`src/rtl/pipeline_reg_exmem_p.sv`:
```
// EX/MEM pipeline register with valid bit, one-entry skid buffer, flush and branch hold of the ALU field.
// Optional stall cycle counter enabled by defining EXMEM_STALL_CNT_EN.
module pipeline_reg_exmem_p #(
    parameter int DW = 8,
    parameter int RW = 4,
    parameter int OW = 2*DW+RW+4
) (
    input  logic          nclk,
    input  logic          rst,
    input  logic          ex_valid,
    input  logic [DW-1:0] alu_result,
    input  logic [DW-1:0] data_to_mem,
    input  logic [RW-1:0] reg_dest,
    input  logic          reg_write,
    input  logic          rd_en,
    input  logic          wr_en,
    input  logic          mem_to_reg,
    input  logic          branch,
    input  logic          mem_stall,
    input  logic          flush,
    output logic          ex_stall,
    output logic          mem_valid,
    output logic [OW-1:0] data_out
`ifdef EXMEM_STALL_CNT_EN
    ,
    output logic [15:0]   stall_cnt
`endif
);

    logic [DW-1:0] out_alu_q, out_alu_d;
    logic [DW-1:0] out_data_q, out_data_d;
    logic [RW-1:0] out_rd_q, out_rd_d;
    logic [3:0]    out_ctrl_q, out_ctrl_d;
    logic          mem_valid_q, mem_valid_d;

    logic [DW-1:0] skid_alu_q, skid_alu_d;
    logic [DW-1:0] skid_data_q, skid_data_d;
    logic [RW-1:0] skid_rd_q, skid_rd_d;
    logic [3:0]    skid_ctrl_q, skid_ctrl_d;
    logic          skid_branch_q, skid_branch_d;
    logic          skid_valid_q, skid_valid_d;

    logic       accept;
    logic       out_free;
    logic [3:0] in_ctrl;

    assign in_ctrl  = {reg_write, rd_en, wr_en, mem_to_reg};
    assign accept   = ex_valid & ~skid_valid_q;
    assign out_free = ~mem_valid_q | ~mem_stall;

    always_comb begin
        out_alu_d     = out_alu_q;
        out_data_d    = out_data_q;
        out_rd_d      = out_rd_q;
        out_ctrl_d    = out_ctrl_q;
        mem_valid_d   = mem_valid_q;
        skid_alu_d    = skid_alu_q;
        skid_data_d   = skid_data_q;
        skid_rd_d     = skid_rd_q;
        skid_ctrl_d   = skid_ctrl_q;
        skid_branch_d = skid_branch_q;
        skid_valid_d  = skid_valid_q;

        if (flush) begin
            mem_valid_d  = 1'b0;
            skid_valid_d = 1'b0;
            out_ctrl_d   = 4'b0;
        end else if (out_free && skid_valid_q) begin
            // Skid drains first so arrival order is preserved
            if (!skid_branch_q) out_alu_d = skid_alu_q;
            out_data_d   = skid_data_q;
            out_rd_d     = skid_rd_q;
            out_ctrl_d   = skid_ctrl_q;
            mem_valid_d  = 1'b1;
            skid_valid_d = 1'b0;
        end else if (out_free && accept) begin
            if (!branch) out_alu_d = alu_result;
            out_data_d  = data_to_mem;
            out_rd_d    = reg_dest;
            out_ctrl_d  = in_ctrl;
            mem_valid_d = 1'b1;
        end else if (out_free) begin
            mem_valid_d = 1'b0;
            out_ctrl_d  = 4'b0;
        end else if (accept) begin
            skid_alu_d    = alu_result;
            skid_data_d   = data_to_mem;
            skid_rd_d     = reg_dest;
            skid_ctrl_d   = in_ctrl;
            skid_branch_d = branch;
            skid_valid_d  = 1'b1;
        end
    end

    always_ff @(posedge nclk) begin
        if (rst) begin
            out_alu_q     <= '0;
            out_data_q    <= '0;
            out_rd_q      <= '0;
            out_ctrl_q    <= '0;
            mem_valid_q   <= 1'b0;
            skid_alu_q    <= '0;
            skid_data_q   <= '0;
            skid_rd_q     <= '0;
            skid_ctrl_q   <= '0;
            skid_branch_q <= 1'b0;
            skid_valid_q  <= 1'b0;
        end else begin
            out_alu_q     <= out_alu_d;
            out_data_q    <= out_data_d;
            out_rd_q      <= out_rd_d;
            out_ctrl_q    <= out_ctrl_d;
            mem_valid_q   <= mem_valid_d;
            skid_alu_q    <= skid_alu_d;
            skid_data_q   <= skid_data_d;
            skid_rd_q     <= skid_rd_d;
            skid_ctrl_q   <= skid_ctrl_d;
            skid_branch_q <= skid_branch_d;
            skid_valid_q  <= skid_valid_d;
        end
    end

    assign ex_stall  = skid_valid_q;
    assign mem_valid = mem_valid_q;
    assign data_out  = {out_ctrl_q, out_rd_q, out_data_q, out_alu_q};

`ifdef EXMEM_STALL_CNT_EN
    logic [15:0] stall_cnt_q, stall_cnt_d;

    always_comb begin
        stall_cnt_d = stall_cnt_q;
        if (mem_valid_q && mem_stall && (stall_cnt_q != 16'hFFFF))
            stall_cnt_d = stall_cnt_q + 16'd1;
    end

    always_ff @(posedge nclk) begin
        if (rst) stall_cnt_q <= '0;
        else     stall_cnt_q <= stall_cnt_d;
    end

    assign stall_cnt = stall_cnt_q;
`endif

endmodule

```
`config.mk`:
```
export PLATFORM = sky130hd
export DESIGN_NAME = pipeline_reg_exmem_p
export DESIGN_NICKNAME = d
export VERILOG_FILES = /design/src/rtl/pipeline_reg_exmem_p.sv
export SDC_FILE = /design/constraint.sdc
export NUM_CORES = 1
export LEC_CHECK = 0
export CAP_MARGIN = 15
export CORE_MARGIN = 1.5
export CORE_UTILIZATION = 30
export DETAILED_ROUTE_END_ITERATION = 16
export GPL_ROUTABILITY_DRIVEN = 0
export PLACE_DENSITY = 0.54
export RECOVER_POWER = 25
export SETUP_SLACK_MARGIN = 0.02
export SYNTH_ARGS = -nofsm -noshare
export SYNTH_HDL_FRONTEND = slang
export SYNTH_SLANG_ARGS = --single-unit
```
`constraint.sdc`:
```
create_clock -name nclk -period 1.96 [get_ports nclk]
set_clock_uncertainty 0.2 [all_clocks]
set_input_delay 0.294 -clock nclk [delete_from_list [all_inputs] [get_ports nclk]]
set_output_delay 0.294 -clock nclk [all_outputs]
set_load 0.05 [all_outputs]
```
==> impl_metrics.ini, run 1 <==
[cts]
cts_tree = built
cts_resized = 0
hold_buffers = 0
clk_latency_ns = 0.30
htreeDepth = 2
cts_root_buffer = clkbuf_8
clock_sinks = 51
cts_buffers = 5
path_clk_slew_ns = 0.10
cts_setup_buffers = 0
clockBufferDepth = 2

[setup_path]
critPathRequiredTime_ns = 1.99
arrival_ns = 1.73
startpoint_type = input pin
end_kind = flip-flop
crit_slowest_cell = clkdlybuf4s50_1
crit_path_frequent_cell = buf_4
path_class = input pin to flip-flop
r2r_cells = 3
critPathTopFamily = buffers and inverters
r2r-end = out_alu_q[7]
crit_buf_inv = 3
crit_path_cell_trace = clkdlybuf4s50_1 > buf_4 > and4b_1 > buf_4 > nand3_1 > a21oi_1
max_stage_delay_ns = 0.48
worstPathMaxFanout = 20
reg2reg_slack_ns = 0.31
r2r_start = ex_stall

[sta]
grt_setup_unrepaired = false
hold_viol_final = 0
setup_viol = 0
finalCritPeriodShare = 0.864
worstMarginPinSlew_ns = 0.603
min_period_ns = 1.69
finalHoldWorstSlack_ns = 0.262
timing.fmax_mhz = 590
max_slew_margin = 0.600
drv_slew = 0

[route]
drtAntennaViolNets = 0
drc = 0
wire_per_inst_um = 15.0
drt-total-wl_mm = 6.27
viasPerCell = 5.15
drtIter0Drc = 70
first_pass_iters = 4
dr_total_vias = 2146

[floorplanning]
io_pins = 56
core-area_um2 = 7210
die_area_um2 = 7960
die-height_um = 89.2
start_util = 0.309
rows = 31
die_w_um = 89.2

[yosys]
synthesis.nets = 292
yosys.area.top_type = dfxtp_1
synth-edff-count = 0
synth.area.top_cells = dfxtp_1, a21oi_1, o21ai_0
synth_cell_types = 26
ys_seq_elements = 51
synthTopCellsByCount = dfxtp_1, a21oi_1, o21ai_0
synth-compound-area-share = 0.359
synth-async-reset-ratio = 0
yosysMostFrequentCell = dfxtp_1
synth_adder_area_share = 0
syn_avg_cell_area_um2 = 8.51
synth_area_um2 = 2230
synth_xor_area_frac = 0
ys_warn_count = 0
synth_ff_type = dfxtp_1
ys_seq_area_frac = 0.458
synth_mux_area_frac = 0
synth_top_family_by_area = compound AO/OA/AOI/OAI gates
synthSimpleGateAreaFrac = 0.118
yosysTopAreaCellShare = 0.458
synthCells = 262

[min_path]
hold_path_startpoint = out_alu_q[1]
hold_path_depth = 2
hold_path_class = flip-flop to flip-flop
hold_path_end = out_alu_q[1]

[final_layout]
final_cells = 417
final_layout_size_suffix_gt1_frac = 0.148
fillerInstances = 794
diodes = 0
post-route-util = 0.405
final_nets = 347
syn_to_final_growth_pct = 31.1

[flow_run]
maxCapViolCount = 0

[global_route]
track_usage = 0.162
grt_first_pass_wirelength_mm = 9.95
grt_max_degree = 31
grt_pass1_vias = 2010
gr-total-overflow = 0
antenna_found_initial = 0

[power]
p_leak_uw = 0.000987
peakVddDrop_v = 0.000252
power_density_nw_per_um2 = 711
power_uw = 2080

[placed_design]
placed_cells = 409
hpwlAfterDp_mm = 4.28
io_buffers = 55

[outcome]
status = finished clean
[routing by layer]
layer | track usage | vias up | wire length, um | share of wire
li1 | - | 1082 | - | -
met1 | 0.214 | 1010 | 2900 | 0.46
met2 | 0.265 | 47 | 2950 | 0.47
met3 | 0.0351 | 7 | 332 | 0.053
met4 | 0.0545 | 0 | 84 | 0.013
met5 | 0 | - | 0 | 0
[tightest hold or removal path, delay by kind of cell (launching register included)]
kind,cells,cell delay (ns)
flip-flops,1,0.32
buffers and inverters,1,0.06
AO/OA/AOI/OAI,1,0.05
[placed cells by master (no fill, tap or decap)]
cell type / netlist / final
dfxtp_1: 51 / 51
a21oi_1: 46 / 45
o21ai_0: 33 / 33
clkdlybuf4s50_1: 0 / 28
nand3_1: 25 / 25
buf_4: 0 / 23
clkbuf_1: 17 / 19
nor2_1: 17 / 17
a211oi_1: 13 / 13
o2bb2ai_1: 12 / 12
inv_1: 8 / 8
a221oi_2: 8 / 8
clkbuf_8: 0 / 5
and2_1: 4 / 4
a31oi_1: 4 / 4
a2111oi_0: 4 / 4
clkinv_2: 0 / 3
buf_12: 0 / 3
clkinv_1: 1 / 1
and4b_1: 1 / 1
nand4b_1: 1 / 1
nand2b_1: 1 / 1
or3b_1: 1 / 1
a21o_1: 1 / 1
a21o_4: 1 / 1
inv_2: 1 / 1
a21oi_2: 0 / 1
or2_2: 1 / 1
nand2_1: 1 / 1
nor4_1: 1 / 1
buf_2: 7 / 1
[where the power goes]
part / total [uW] / internal (uW) / switching (uW)
sequential: 1090 / 1070 / 17.6
combinational: 392 / 143 / 249
clock: 598 / 245 / 353
total: 2080 / 1460 / 620
[kinds of logic (layout without fill, tap and decap cells)]
| family | count (synthesis) | count (layout) |
|---|---|---|
| compound gates | 122 | 122 |
| buf+inv | 36 | 92 |
| flops | 51 | 51 |
| simple gates | 53 | 53 |
[worst max path at each step]
stage	depth (start not counted)	from	end
6_report	6	ex_valid	skid_data_q[1]
5_1_grt	6	ex_valid	skid_ctrl_q[3]
4_1_cts	4	ex_valid	out_alu_q[7]
3_5_place_dp	4	ex_valid	out_alu_q[7]
3_3_place_gp	4	branch	out_alu_q[6]
2_1_floorplan	4	ex_stall	out_alu_q[0]
[layout make-up]
class | count | area (um^2) | share of cell area
Clock buffer | 5 | 68.8 | 0.0235
Multi-Input combinational cell | 175 | 1070 | 0.365
Sequential cell | 51 | 1020 | 0.349
Timing Repair Buffer | 74 | 589 | 0.202
Tap cell | 99 | 124 | 0.0424
Inverter | 10 | 37.5 | 0.0128
Clock inverter | 3 | 15.0 | 0.00513
[sequential cells by signal (all words and copies together), names as in the netlist]
| register | flops |
|---|---|
| out_data_q | 8 |
| skid_alu_q | 8 |
| skid_ctrl_q | 4 |
| out_alu_q | 8 |
| skid_rd_q | 4 |
| out_ctrl_q | 4 |
| mem_valid | 1 |
| out_rd_q | 4 |
| skid_branch_q | 1 |
| skid_data_q | 8 |
| ex_stall | 1 |
[through the flow]
step	cell area (um^2)	setup TNS (ns)	setup WS (ns)
floorplan	2230	0	0.118
global placement	2910	-0.426	-0.0409
detailed placement	2910	-1.22	-0.0605
CTS	3000	0	0.271
global route	2920	0	0.142
finish	2920	0	0.266
(Power assumes the default switching activity.)
==> run 2: changes to the inputs <==
CORE_ASPECT_RATIO = 1.2   (was not set)
PLACE_DENSITY = 0.55   (was 0.54)
clock period = 1.6 ns   (was 1.96 ns; I/O delays follow)
==> run 2 against run 1 <==
Against the previous run: first-iteration DRC count grew 110%; routed wire length down 3.3%; critical endpoint is now skid_alu_q[4]; critical path type is now flip-flop to flip-flop; global-route usage is 0.38 points lower; clock power grew 44%; count of clock-buffer cells in the layout rose by 2.
==> impl_metrics.ini, run 2 (synthesized netlist as in run 1, its figures left out) <==
[outcome]
status = finished clean

[setup_path]
path_class = flip-flop to flip-flop
crit_slowest_cell = dfxtp_4
crit_path_frequent_cell = buf_4
end_kind = flip-flop
critPathRequiredTime_ns = 1.63
arrival_ns = 1.57
crit_path_cell_trace = buf_4 > and4b_1 > buf_4 > nand3_1 > a21oi_1
startpoint_type = flip-flop
worstPathMaxFanout = 14
reg2reg_slack_ns = 0.06
max_stage_delay_ns = 0.37

[final_layout]
syn_to_final_growth_pct = 39.8
diodes = 0
multi_input_area_um2 = 1070
final_area_um2 = 3120
fillerInstances = 745
mostFrequentLayoutCells = dfxtp_1, a21oi_1, o21ai_0
final_nets = 353
post-route-util = 0.431
final_layout_size_suffix_gt1_frac = 0.235
mostFrequentLayoutCell = dfxtp_1
regArea_um2 = 1030

[floorplanning]
rows = 34
io_pins = 56
die_w_um = 81.7
die_area_um2 = 7960
die-height_um = 97.4
core-area_um2 = 7230
start_util = 0.308

[placed_design]
placed_cell_area_um2 = 3250
io_buffers = 55
hpwlAfterDp_mm = 4.16

[route]
viasPerCell = 5.15
drtIter0Drc = 144
dr_total_vias = 2132
wire_per_inst_um = 14.6
drt-total-wl_mm = 6.06
drc = 0
drtAntennaViolNets = 0
first_pass_iters = 4

[cts]
clk_latency_ns = 0.30
cts_buffers = 5
path_clk_slew_ns = 0.09
htreeDepth = 2
cts_root_buffer = clkbuf_8
hold_buffers = 0
cts_tree = built
clock_sinks = 51
clockBufferDepth = 2

[sta]
setup_viol = 0
timing.fmax_mhz = 651
drv_slew = 0
finalCritPeriodShare = 0.960
worstMarginPinSlew_ns = 0.383
hold_viol_final = 0
finalHoldWorstSlack_ns = 0.148
grt_setup_unrepaired = true
max_slew_margin = 0.745
min_period_ns = 1.54
setup_tns_ns = 0

[power]
p_leak_uw = 0.00113
peakVddDrop_v = 0.000440
power_density_nw_per_um2 = 873

[global_route]
grt_pass1_vias = 2006
track_usage = 0.159
gr-total-overflow = 0
grt_max_degree = 26
grt_first_pass_wirelength_mm = 9.87
antenna_found_initial = 0

[min_path]
hold_path_class = input pin to flip-flop

[flow_run]
maxCapViolCount = 0
-- run 2: changes by cell type in the layout (fill, tap and decap cells not counted), moves of 2 or more --
| cell | before | now |
|---|---|---|
| clkdlybuf4s50_1 | 28 | 26 |
| clkbuf_1 | 19 | 0 |
| clkbuf_2 | 0 | 18 |
| buf_12 | 3 | 10 |
| clkinv_2 | 3 | 1 |
| dfxtp_1 | 51 | 49 |
-- run 2: stage by stage --
stage               std cells  setup WS (ns)  total power (uW)
floorplan                 262        -0.0332              1660
global placement          404         -0.275              1980
detailed placement        404         -0.317              1980
CTS                       414         0.0105              2850
global route              414       -0.00215              2850
finish                    414         0.0644              2720
-- run 2: critical path: cells and delay by family (launching register included) --
family	cells	cell delay, ns
buffers and inverters	2	0.40
flip-flops	1	0.37
AND/OR/NAND/NOR	2	0.37
AO/OA/AOI/OAI	1	0.13
-- run 2: path summary, 6_finish.rpt --
kind / start / endpoint / cells after the start
worst max register to register: ex_stall / skid_alu_q[4] / 5
worst max-delay path: ex_stall / skid_alu_q[4] / 5
worst min register to register: out_alu_q[0] / out_alu_q[0] / 2
worst min-delay path: rst / skid_alu_q[3] / 2
-- run 2: repair_timing --
action / in CTS / in global routing
setup endpoints to repair: 4 / 18
buffers inserted: 2 / 0
resized for setup: 2 / 4
pin swaps: 2 / 2
-- run 2: cell type report --
cell class | count | area share
multi-input combinational | 175 | 0.344
sequential | 51 | 0.329
tap | 90 | 0.0361
timing repair buffer | 80 | 0.242
inverter | 10 | 0.0128
clock buffer | 7 | 0.0345
clock inverter | 1 | 0.00161
-- run 2: where the power goes --
group          leakage (uW)  internal [uW]  switching [uW]  total (uW)
Sequential         0.000416           1310            28.2        1340
Combinational      0.000654            217             306         522
Clock             0.0000594            444             421         864
Total               0.00113           1970             754        2720
-- run 2: per-layer routing --
| metal | track usage | vias up | wire, um | part of all wire |
|---|---|---|---|---|
| li1 | - | 1087 | - | - |
| met1 | 0.219 | 986 | 2920 | 0.48 |
| met2 | 0.252 | 55 | 2850 | 0.47 |
| met3 | 0.0263 | 4 | 244 | 0.040 |
| met4 | 0.0443 | 0 | 44 | 0.0073 |
| met5 | 0 | - | 0 | 0 |
==> run 3: changes to the inputs <==
RECOVER_POWER = 100   (was 25)
==> run 3 against run 2 <==
Against the previous run: register-to-register slack about the same; core utilization fell by 1.3 points; critical path type unchanged; sequential share of layout area increased by 0.99 points; worst setup slack better by 0.0010 ns; die area unchanged; largest cell class unchanged; total power is 1.2% lower; hold slack got worse by 0.0020 ns; cell area fell by 3.0%; first-iteration DRC count is 15% lower; combinational power shrank 5.6%; sequential power barely moved.
==> impl_metrics.ini, run 3 (synthesized netlist as in run 1, its figures left out) <==
[cts]
htreeDepth = 2
clockBufferDepth = 2
cts_root_buffer = clkbuf_8
cts_tree = built
clk_latency_ns = 0.30
path_clk_slew_ns = 0.09
hold_buffers = 0
clock_sinks = 51
cts_buffers = 5

[floorplanning]
core-area_um2 = 7230
die-height_um = 97.4
die_w_um = 81.7
start_util = 0.308
io_pins = 56
die_area_um2 = 7960
rows = 34

[placed_design]
placed_cell_area_um2 = 3250
pre_cts_slack_ns = -0.317
hpwlAfterDp_mm = 4.16
io_buffers = 55

[route]
drtAntennaViolNets = 0
top_layer = met4
wl_met2_mm = 2.90
drc = 0
viasPerCell = 5.21
met3_length_um = 287
wl_met1_mm = 2.81
dr_total_vias = 2158
drt-total-wl_mm = 6.04
drtIter0Drc = 122
first_pass_iters = 4
wire_per_inst_um = 14.6

[sta]
finalCritPeriodShare = 0.959
setup_viol = 0
finalHoldWorstSlack_ns = 0.147
hold_viol_final = 0
min_period_ns = 1.53
worstMarginPinSlew_ns = 0.379
max_slew_margin = 0.747
setup_tns_ns = 0
timing.fmax_mhz = 652
grt_setup_unrepaired = true
drv_slew = 0
fin_ws_ns = 0.0654

[final_layout]
mostFrequentLayoutCell = dfxtp_1
diodes = 0
final_nets = 353
final_area_um2 = 3020
mostFrequentLayoutCells = dfxtp_1, a21oi_1, o21ai_0
fillerInstances = 756
final_layout_size_suffix_gt1_frac = 0.228
syn_to_final_growth_pct = 35.6

[setup_path]
critPathRequiredTime_ns = 1.63
path_class = flip-flop to flip-flop
startpoint_type = flip-flop
r2r_cells = 5
arrival_ns = 1.57
r2r_start = ex_stall
worstPathMaxFanout = 14
end_kind = flip-flop
reg2reg_slack_ns = 0.07
r2r-end = skid_alu_q[4]

[outcome]
status = finished clean

[min_path]
hold_path_class = input pin to flip-flop
hold_path_depth = 4
hold_path_end = skid_branch_q
hold_path_startpoint = branch

[power]
internal_power_uw = 1940
power_frac_comb = 0.183
swShare = 0.279
p_clk_frac = 0.322
power_uw = 2690
p_sw_uw = 751
power_density_nw_per_um2 = 890
peakVddDrop_v = 0.000441
seqPwrFrac = 0.495
p_leak_uw = 0.00110

[global_route]
grt_max_degree = 26
gr-total-overflow = 0
antenna_found_initial = 0
track_usage = 0.159
grt_pass1_vias = 2006
grt_first_pass_wirelength_mm = 9.87

[flow_run]
maxCapViolCount = 0
run 3: area by class of cell:
cell class / instances / area [um^2] / area share
Clock inverter: 1 / 5.00 / 0.00166
Tap cell: 90 / 113 / 0.0373
Timing Repair Buffer: 80 / 659 / 0.218
Clock buffer: 7 / 108 / 0.0356
Sequential cell: 51 / 1020 / 0.339
Inverter: 10 / 40.0 / 0.0132
Multi-Input combinational cell: 175 / 1070 / 0.355
run 3: power groups by stage:
stage	logic, uW	clock network (uW)	registers [uW]
final	493	866	1330
after global routing	531	942	1340
after CTS	602	898	1350
after detailed placement	600	0	1380
after global placement	598	0	1380
after floorplan	171	0	1490
run 3: per-layer routing:
metal  global-route usage  vias to the layer above
li1                     -                     1087
met1                0.219                     1012
met2                0.252                       55
met3               0.0263                        4
met4               0.0443                        0
met5                    0                        -
run 3: critical path, cell delays in order, from the launching register on:
cell and delay, ns:
dfxtp_4 0.37, buf_4 0.19, and4b_1 0.28, buf_4 0.21
nand3_1 0.09, a21oi_1 0.13
run 3: worst max-delay path by stage:
stage | start | to | slack (ns) | cells past startpoint
after floorplan | ex_stall | out_alu_q[0] | -0.03 | 4
after global placement | ex_valid | out_alu_q[5] | -0.28 | 4
after detailed placement | ex_valid | out_alu_q[3] | -0.32 | 4
after CTS | branch | out_alu_q[3] | 0.01 | 4
after global routing | ex_stall | skid_rd_q[1] | -0.003 | 5
final | ex_stall | skid_alu_q[4] | 0.07 | 5
run 3: timing repair:
item / 4_1_cts / 5_1_grt
resized for setup: 2 / 4
endpoints found under the setup margin: 4 / 18
setup buffers: 2 / 0
pin swaps: 2 / 2
hold endpoints to repair: 0 / 0
run 3: stage by stage:
stage / utilization / cells
3_3_place_gp: 0.449 / 404
2_1_floorplan: - / 262
5_1_grt: 0.418 / 414
3_5_place_dp: 0.449 / 404
6_report: 0.418 / 414
4_1_cts: 0.467 / 414
==> edit: new RTL, flow settings as in run 3 <==
The parameter `DW` goes from 8 to 6.
--- a/src/rtl/pipeline_reg_exmem_p.sv
+++ b/src/rtl/pipeline_reg_exmem_p.sv
@@ -3,3 +3,3 @@
 module pipeline_reg_exmem_p #(
-    parameter int DW = 8,
+    parameter int DW = 6,
     parameter int RW = 4,
Ports: changed (resized alu_result, data_out and data_to_mem); port bits go from 56 to 48. No check against the original RTL was run, so the function may have changed too.
==> edit against run 3 <==
Setup slack lost 0.030 ns. Synthesized cell count shrank 15%. Synthesized area shrank 17%. Routed wire length shrank 15%. Sequential cell count shrank 8. Combinational power shrank 17%. Power shrank 15%. Design area shrank 15%. Sequential power shrank 16%. Largest cell class unchanged. Largest power group unchanged.
==> edit: results (changes against run 3) <==
FFs w/ async S/R, synth: 0 (unchanged)
port bufs: 47 (-15%)
register area share after synthesis: 0.466 (+0.00790)
Slowest-stage cell, CP: or3b_4
Slew headroom: 0.783 (+0.0356)
Final #Nets: 303 (-14%)
most area-consuming cells after synthesis: dfxtp_1 (47%), a21oi_1 (10%), o21ai_0 (7.3%)
Avg WL per Cell: 14.3 um (-2.1%)
Iter 0 DRT Violations: 94 (-23%)
net load switching power: 631 uW (-16%)
CP max FO: 6 (-8)
post-synth cell types: 23 (-12%)
Post-CTS Setup Bufs: 0 (-2)
crit-path leading delay family: compound AO/OA/AOI/OAI gates
LEAKAGE: 0.935 nW (-15%)
Post-synth top cells: dfxtp_1 (43), a21oi_1 (38), o21ai_0 (27)
outcome: complete, no violations
Total GRT Usage: 0.168 (+0.00976)
fillcell total: 633 (-16%)
fraction of layout cells with a size suffix above 1: 0.227 (-0.00178)
vias in the first global route: 1,824 (-9.1%)
hpwl dp: 3.56 mm (-14%)
largest net degree at the start of global routing: 22 (-15%)
Max VDD drop: 0.000382 V (-13%)
Mapped Nets: 249 (-15%)
first-pass GRT wire length: 8.56 mm (-13%)
[edit: cell families (layout without fill, tap and decap cells)]
logic type	count (synthesis)	in the layout	share of synthesized area
flip-flops	43	43	0.466
buffers and inverters	31	86	0.0677
AO/OA/AOI/OAI	102	102	0.337
AND/OR/NAND/NOR	47	47	0.129
[edit: final cells by class]
cell class              count  area [um2]  area share
clock buffers               8         100      0.0388
inverters                   8        30.0      0.0116
multi-input cells         149         911       0.353
flip-flops and latches     43         861       0.334
well taps                  82         103      0.0398
repair buffers             70         574       0.223
[edit: power by group through the flow]
stage / registers [mW] / clock network, mW / logic [mW]
finish: 1.12 / 0.752 / 0.411
global placement: 1.16 / 0 / 0.485
CTS: 1.14 / 0.779 / 0.493
detailed placement: 1.16 / 0 / 0.485
global route: 1.13 / 0.813 / 0.441
floorplan: 1.25 / 0 / 0.132
[edit: worst register-to-register path, stage by stage (launching register included)]
cell and delay [ns]:
dfxtp_1 0.34, or3b_4 0.38, a21o_2 0.27, a221oi_2 0.29
[edit: metrics by stage]
stage,worst slack (ns),area (um2),power [mW],std cells
2_1_floorplan,0.0207,1850,1.38,223
3_3_place_gp,-0.368,2740,1.65,352
3_5_place_dp,-0.430,2740,1.65,352
4_1_cts,0.0191,2870,2.41,360
5_1_grt,0.00629,2580,2.38,360
6_report,0.0357,2580,2.29,360
[edit: routing by layer]
metal	GRT usage	wire (um)	up-vias
li1	-	-	930
met1	0.215	2360	881
met4	0.0661	100	0
met5	0	0	-
met3	0.0361	179	7
met2	0.277	2500	38
[edit: worst paths after layout]
kind               endpoint  slack (ns)  cells past startpoint
max            out_alu_q[5]        0.04                      3
min           skid_branch_q        0.19                      3
max reg2reg    out_alu_q[5]        0.04                      3
min reg2reg  skid_ctrl_q[2]        0.27                      2
[edit: repair_timing]
| action | CTS | global route |
|---|---|---|
| pin swaps | 1 | 4 |
| resized for setup | 7 | 7 |
| endpoints found under the setup margin | 23 | 11 |
